### config.mk
export PLATFORM = sky130hd
export DESIGN_NAME = microwave_timer_ctrl
export DESIGN_NICKNAME = d
export VERILOG_FILES = /design/src/rtl/microwave_pkg.sv /design/src/rtl/microwave_timer_ctrl_tick_prescaler.sv /design/src/rtl/microwave_timer_ctrl.sv
export SDC_FILE = /design/constraint.sdc
export NUM_CORES = 1
export LEC_CHECK = 0
export CAP_MARGIN = 25
export CORE_MARGIN = 4
export CORE_UTILIZATION = 63
export CTS_BUF_LIST = sky130_fd_sc_hd__clkbuf_4 sky130_fd_sc_hd__clkbuf_8
export DETAILED_ROUTE_END_ITERATION = 7
export PLACE_DENSITY_LB_ADDON = 0.1
export SETUP_SLACK_MARGIN = 0.5
export SKIP_CTS_REPAIR_TIMING = 1
export SYNTH_ARGS = -nofsm -noshare
export SYNTH_HDL_FRONTEND = slang
export SYNTH_SLANG_ARGS = --single-unit
### constraint.sdc
create_clock -name clk -period 3.7 [get_ports clk]
set_clock_uncertainty 0.05 [all_clocks]
set_input_delay 0.37 -clock clk [delete_from_list [all_inputs] [get_ports clk]]
set_output_delay 0.37 -clock clk [all_outputs]
set_load 0.05 [all_outputs]
### src/rtl/microwave_pkg.sv
// microwave_pkg: shared state encodings and BCD constants for the oven timer controller.
package microwave_pkg;
  typedef enum logic [2:0] {
    IDLE    = 3'd0,
    ENTRY   = 3'd1,
    LOAD    = 3'd2,
    RUNNING = 3'd3,
    PAUSED  = 3'd4,
    DONE    = 3'd5
  } state_e;
  localparam int BCD_W = 4;
  localparam logic [BCD_W-1:0] ST_MAX = 4'd5;
  // A key is usable only if it is a BCD digit and the current units digit can legally become seconds-tens.
  function automatic logic key_ok(logic [BCD_W-1:0] d, logic [BCD_W-1:0] so);
    return (d <= 4'd9) && (so <= ST_MAX);
  endfunction
endpackage

### src/rtl/microwave_timer_ctrl_tick_prescaler.sv
// tick_prescaler: modulo-N counter with sync clear, hold and terminal-count flag.
module tick_prescaler #(
  parameter int N = 4
) (
  input  logic clk,
  input  logic rst,
  input  logic clr_i,
  input  logic en_i,
  output logic term_o
);
  localparam int W = N > 1 ? $clog2(N) : 1;
  logic [W-1:0] cnt_q, cnt_d;
  assign term_o = cnt_q == W'(N - 1);
  always_comb cnt_d = clr_i ? '0 : !en_i ? cnt_q : term_o ? '0 : cnt_q + 1'b1;
  always_ff @(posedge clk or posedge rst)
    if (rst) cnt_q <= '0;
    else cnt_q <= cnt_d;
endmodule

### src/rtl/microwave_timer_ctrl.sv
// microwave_timer_ctrl: keypad preset entry, countdown sequencing and magnetron control for the MM:SS timer.
module microwave_timer_ctrl
  import microwave_pkg::*;
#(
  parameter int TICK_DIV    = 50_000_000,
  parameter int DONE_CYCLES = 150_000_000
) (
  input  logic        clk,
  input  logic        clear,
  input  logic        key_valid,
  input  logic [3:0]  key_digit,
  input  logic        start_btn,
  input  logic        stop_btn,
  input  logic        door_closed,
  input  logic        timer_zero,
  output logic [11:0] t_data,
  output logic        t_load,
  output logic        t_enable,
  output logic        t_clearn,
  output logic        mag_on,
  output logic        done_led,
  output logic [2:0]  state_o
);
  state_e state_q, state_d;
  logic [11:0] preset_q, preset_d;
  logic load_q, clearn_q, mag_q, done_q;
  logic run_cnt, tick_term, done_term;
  // The prescaler only advances on cycles that stay in RUNNING, so a pause never swallows a tick.
  assign run_cnt = (state_q == RUNNING) && door_closed && !stop_btn && !timer_zero;
  tick_prescaler #(.N(TICK_DIV)) u_tick (
    .clk(clk), .rst(clear), .clr_i(state_q == LOAD), .en_i(run_cnt), .term_o(tick_term)
  );
  tick_prescaler #(.N(DONE_CYCLES)) u_done (
    .clk(clk), .rst(clear), .clr_i(state_q != DONE), .en_i(1'b1), .term_o(done_term)
  );
  always_comb begin
    state_d  = state_q;
    preset_d = preset_q;
    case (state_q)
      IDLE, ENTRY:
        if (state_q == ENTRY && stop_btn) begin
          state_d  = IDLE;
          preset_d = '0;
        end else if (state_q == ENTRY && start_btn && door_closed && preset_q != '0)
          state_d = LOAD;
        else if (key_valid && key_ok(key_digit, preset_q[3:0])) begin
          preset_d = {preset_q[7:0], key_digit};
          state_d  = ENTRY;
        end
      LOAD:    state_d = RUNNING;
      RUNNING: state_d = (!door_closed || stop_btn) ? PAUSED : timer_zero ? DONE : RUNNING;
      PAUSED:
        if (stop_btn) begin
          state_d  = IDLE;
          preset_d = '0;
        end else if (start_btn && door_closed)
          state_d = RUNNING;
      DONE:
        if (done_term || stop_btn || !door_closed) begin
          state_d  = IDLE;
          preset_d = '0;
        end
      default: state_d = IDLE;
    endcase
  end
  always_ff @(posedge clk or posedge clear)
    if (clear) begin
      state_q  <= IDLE;
      preset_q <= '0;
      load_q   <= 1'b0;
      clearn_q <= 1'b1;
      mag_q    <= 1'b0;
      done_q   <= 1'b0;
    end else begin
      state_q  <= state_d;
      preset_q <= preset_d;
      load_q   <= state_d == LOAD;
      clearn_q <= !(state_q == PAUSED && stop_btn);
      mag_q    <= state_d == RUNNING;
      done_q   <= state_d == DONE;
    end
  assign t_data   = preset_q;
  assign t_load   = load_q;
  assign t_enable = run_cnt && tick_term;
  assign t_clearn = clearn_q;
  assign mag_on   = mag_q && door_closed;
  assign done_led = done_q;
  assign state_o  = state_q;
endmodule

* Word-level counts from Yosys, hierarchy flattened
Index checks and enable logic that the tools add are counted.
** Word-level totals
- Bits in registers :: 73
- Output and inout bits :: 20
** Operators by class
- Reduce and logical (&&, ||, !) cells :: 26
- Magnitude comparators :: 2
- Multiplexer cells :: 20
- Equal/unequal tests :: 15
- Add/sub/neg operators :: 2
** Operators by type and width (number)
- 26-bit 2-to-1 mux :: 3
- 12-bit 2-to-1 mux :: 5
- 28-bit 2-to-1 mux :: 2
- 12-bit one-hot mux with 3 select lines :: 1
- 28-bit by 1-bit adder with 28-bit output (second input constant) :: 1
- 28-bit equality test (second input constant) :: 1
- 26-bit by 1-bit adder with 26-bit output (second input constant) :: 1
- 26-bit equality test (second input constant) :: 1
- 3-bit 2-to-1 mux :: 8
- 3-bit one-hot mux with 5 select lines :: 1
- 1-bit logical AND :: 13
- 3-bit by 2-bit equality test with 1-bit output (second input constant) :: 4
- 12-bit nonzero test :: 1
- 3-bit equality test (second input constant) :: 3
- 3-bit != test (second input constant) :: 3
- 5-bit AND reduction :: 1
- 4-bit by 3-bit <= comparator with 1-bit output (second input constant) :: 1
- 4-bit <= comparator (second input constant) :: 1
- 1-bit logical NOT :: 4
- 2-bit != test (second input constant) :: 2
- 3-bit by 1-bit equality test with 1-bit output (second input constant) :: 1
- 3-bit logical NOT :: 1
- 1-bit logical OR :: 3
- 3-bit nonzero test :: 1
- other kinds (2) :: 2

* Longest topological paths before layout
- Depth after elaboration :: 8
- Depth in mapped cells :: 8
- Gate-level depth less buffers :: 6

* Modules after synthesis
From an unflattened synthesis, not the netlist that was laid out.
** Unflattened totals
- Cells, all modules :: 411
- Area, all modules :: 4066.4 um^2
** By module, submodules not included
- tick_prescaler at u_done :: cells each 172, sequential area each 700.7 um^2, area an instance 1636.6 um^2, instances 1
- tick_prescaler at u_tick :: cells each 154, sequential area each 650.6 um^2, area an instance 1503.9 um^2, instances 1
- microwave_timer_ctrl :: cells each 85, sequential area each 476.7 um^2, area an instance 925.9 um^2, instances 1

* Worst setup path before layout
OpenSTA, ideal clock, no wires.
- Path type :: input -> output
- Start :: in stop_btn
- End :: out t_enable
- Path buffers :: 2
- Slack :: 1.240 ns
- Data required time :: 3.280 ns
- Stages on the path :: 6
- Arrival :: 2.040 ns
- Path through :: clkbuf_1 -> or3b_2 -> or2_2 -> clkbuf_1 -> inv_1 -> and3_1
** On the way
- Longest elaborated chain between the ends :: 4
** Ends and longest elaborated chain
- start: declaration :: RTL line microwave_timer_ctrl.sv:13 : input logic stop_btn,
- 1-bit logical NOT :: RTL line microwave_timer_ctrl.sv:29 : assign run_cnt = (state_q == RUNNING) && door_closed && !stop_btn && !timer_zero;
- 1-bit logical AND (2 in series) :: RTL line microwave_timer_ctrl.sv:29
- 1-bit logical AND :: RTL line microwave_timer_ctrl.sv:84 : assign t_enable = run_cnt && tick_term;
- end: declaration :: RTL line microwave_timer_ctrl.sv:18 : output logic t_enable,
Every way passes these cells.

* Worst setup path in the final report
Ends and elaborated chain as after synthesis.

==> impl_results.md <==
- FP Rows: 28
- Startpoint types: primary input
- FF-to-FF End: t_data[7]$_DFFE_PP0P_
- Slew HR: 44.1%
- Vias in the first global route: 3,053
- Final WL: 7.94 mm
- Max Freq: 0.363 GHz
- Die height: 86.0 um
- Leakage: 1.88 nW
- IO Pins: 31
- Max rail drop VDD: 0.000427 V
- Worst-case clock buffer depth: 2
- Fillers: 425
- Post-synth top cells: dfrtp_1, nor2_1, nand2_1, nand3_1, xnor2_1
- Synthesis warning total: 0
- Reg area: 0.00183 mm2
- Area Overhead vs Synth: 15.3%
- Layout net count: 455
- Cells on worst reg2reg path: 6
- Vias/cell: 5.96
- Post-detail-place hpwl: 5.49 mm
- H-tree Lvls: 3
- Syn nets: 425
- Critical path class: in2out
- Final Cell Area: 0.00441 mm2
- Synth cell types: 47
- Register area share after synthesis: 47.7%
- RD Place Congestion: 0.818
- CP Capture Type: output pin
- Hold EP: u_tick.cnt_q[23]$_DFFE_PP0P_
- CTS tree: yes
- Tmin final: 2760 ps
- Hold WC Path Type: reg2reg
- Flops & latches, synth: 73
- Worst Hold Launch: u_tick.cnt_q[23]$_DFFE_PP0P_
- Clk sink count: 73
- Cell taking the most area after synthesis: dfrtp_1
- Share of cells above drive strength 1: 8.28%
- Syn Inst Count: 412
- Commonest register cell after synthesis: dfrtp_1
- CP peak stage delay: 600 ps
- Cell with the most instances after synthesis: dfrtp_1
- Largest cells by area after synthesis: dfrtp_1, nor2_1, xnor2_1, xor2_1, nand2_1
- Clock Latency Late Sink: 340 ps
- Core area: 0.00592 mm2
- Pin count of the biggest net entering global routing: 40
- Final setup vio count: 0
- Root Driver: clkbuf_8
- RSZ-0062 raised after global routing: no
- Global-route usage over all layers: 24.3%
- Die W: 86.0 um
- Cell Area, Synth: 0.00383 mm2
- Worst Path Max Fanout: 10
- CTS clk-pin slew, worst paths: 70 ps
- Post-place instance area: 0.00419 mm2
- R2R Path Start: u_done.cnt_q[0]$_DFF_PP0_
- Syn avg cell area: 9.30 um2
- Number of synthesized flops with an enable pin: 0
- Status: complete, no violations
- Share of the synthesized area in the top cell type: 47.0%
- Final Hold Viols: 0
- Antenna-violating nets left: 0
- Initial drt markers: 243
- First-pass GRT wire length: 14.3 mm
- Remaining Overflow, GRT: 0
- Arr. time, crit path: 2340 ps
- Vias post-DR: 3,111
- Starting Density: 64.7%
- # diodes: 0
- Critical path required time: 3280 ps
- Post-route setup TNS: 0 ps
- Fin crit share: 74.5%
- Worst R2R Setup Slack: 1140 ps
- Die ar.: 0.00739 mm2
- MaxCap Viol Count: 0
- Crit-path cells: clkdlybuf4s50_1 > or3b_2 > or2_2 > inv_1 > and3_1 > buf_4
- Initial antenna violation count: 0
- Power Total: 2.53 mW
- Fin. max-slew vios: 0
- WL/cell: 15.2 um
- Power Density: 573 mW/mm2
- Ys async rst share: 100%
- Final core utilization: 74.6%
- Port Buf Inserts: 30
- Residual DRC: 0
- Worst-margin pin slew: 830 ps
- TritonCTS Buffers: 9
- Slowest stage cell on the critical path: or3b_2
- Worst hold path depth: 1
- Multi-input logic area: 0.00185 mm2
- First-pass detailed-route iteration total: 4
## cell families (layout without fill, tap and decap cells)
family	count (synthesis)	after routing	share of synthesized area, %
xor+xnor	43	43	9.83
simple gates	212	212	28.1
compound gates	34	34	6.60
mux	12	12	3.14
fa+ha+maj	2	2	0.653
buf+inv	36	71	3.92
flops	73	73	47.7
## registers in the layout (all words and copies together) (netlist names)
register / count
u_done.cnt_q: 28
done_led: 1
u_tick.cnt_q: 26
state_o: 3
t_clearn: 1
mag_q: 1
t_load: 1
t_data: 12
## worst max-delay path by stage
stage                           to      from
after CTS                 t_enable  stop_btn
after floorplan           t_enable  stop_btn
final                     t_enable  stop_btn
after global routing      t_enable  stop_btn
after global placement    t_enable  stop_btn
after detailed placement  t_enable  stop_btn
## area by class of cell
type,instances,share of cell area (%)
sequential,73,41.4
clock inverter,5,1.76
tap,75,2.13
inverter,19,1.62
timing repair buffer,36,7.71
clock buffer,11,3.43
multi-input combinational,303,42.0
## cells in the final DEF, fill, tap and decap left out, types with 2 or more instances in the layout
| cell | count |
|---|---|
| a2111oi_2 | 2 |
| a211oi_1 | 3 |
| a21o_1 | 2 |
| a21oi_1 | 9 |
| a31oi_1 | 2 |
| and2_1 | 6 |
| and3_1 | 9 |
| and4_1 | 4 |
| buf_4 | 6 |
| bufinv_16 | 2 |
| clkbuf_8 | 11 |
| clkdlybuf4s50_1 | 29 |
| clkinv_2 | 2 |
| dfrtp_1 | 72 |
| ha_1 | 2 |
| inv_1 | 18 |
| mux2i_1 | 12 |
| nand2_1 | 38 |
| nand2b_1 | 4 |
| nand3_1 | 26 |
| nand4_1 | 20 |
| nor2_1 | 61 |
| nor2b_1 | 3 |
| nor3_1 | 8 |
| nor3b_1 | 2 |
| nor4_1 | 13 |
| nor4b_1 | 2 |
| o21ai_0 | 5 |
| o22ai_1 | 2 |
| or2_2 | 4 |
| or3_1 | 3 |
| or4_1 | 3 |
| xnor2_1 | 24 |
| xor2_1 | 19 |
## power by group
| part | total [mW] | switching, mW | internal [mW] |
|---|---|---|---|
| Clock | 0.711 | 0.296 | 0.414 |
| Combinational | 0.830 | 0.535 | 0.295 |
| Sequential | 0.990 | 0.105 | 0.885 |
## through the flow
stage                     hold slack (ps)  cells  setup slack (ps)
final                                 433    522               945
after global routing                  459    522               827
after CTS                             436    522               946
after detailed placement              429    506               959
after global placement                422    505               975
after floorplan                       395    412              1240
## metal layers
| metal | track usage (%) | up-vias | wire [um] |
|---|---|---|---|
| met5 | 0 | - | 0 |
| met4 | 9.93 | 0 | 135 |
| met2 | 37.6 | 95 | 3670 |
| met3 | 4.61 | 13 | 437 |
| li1 | - | 1499 | - |
| met1 | 33.9 | 1504 | 3690 |
## critical path: cells and delay by family
kind | cells | cell delay (ps)
buf+inv | 3 | 820
simple gates | 3 | 1140
Power figures use the tool's default switching activity.
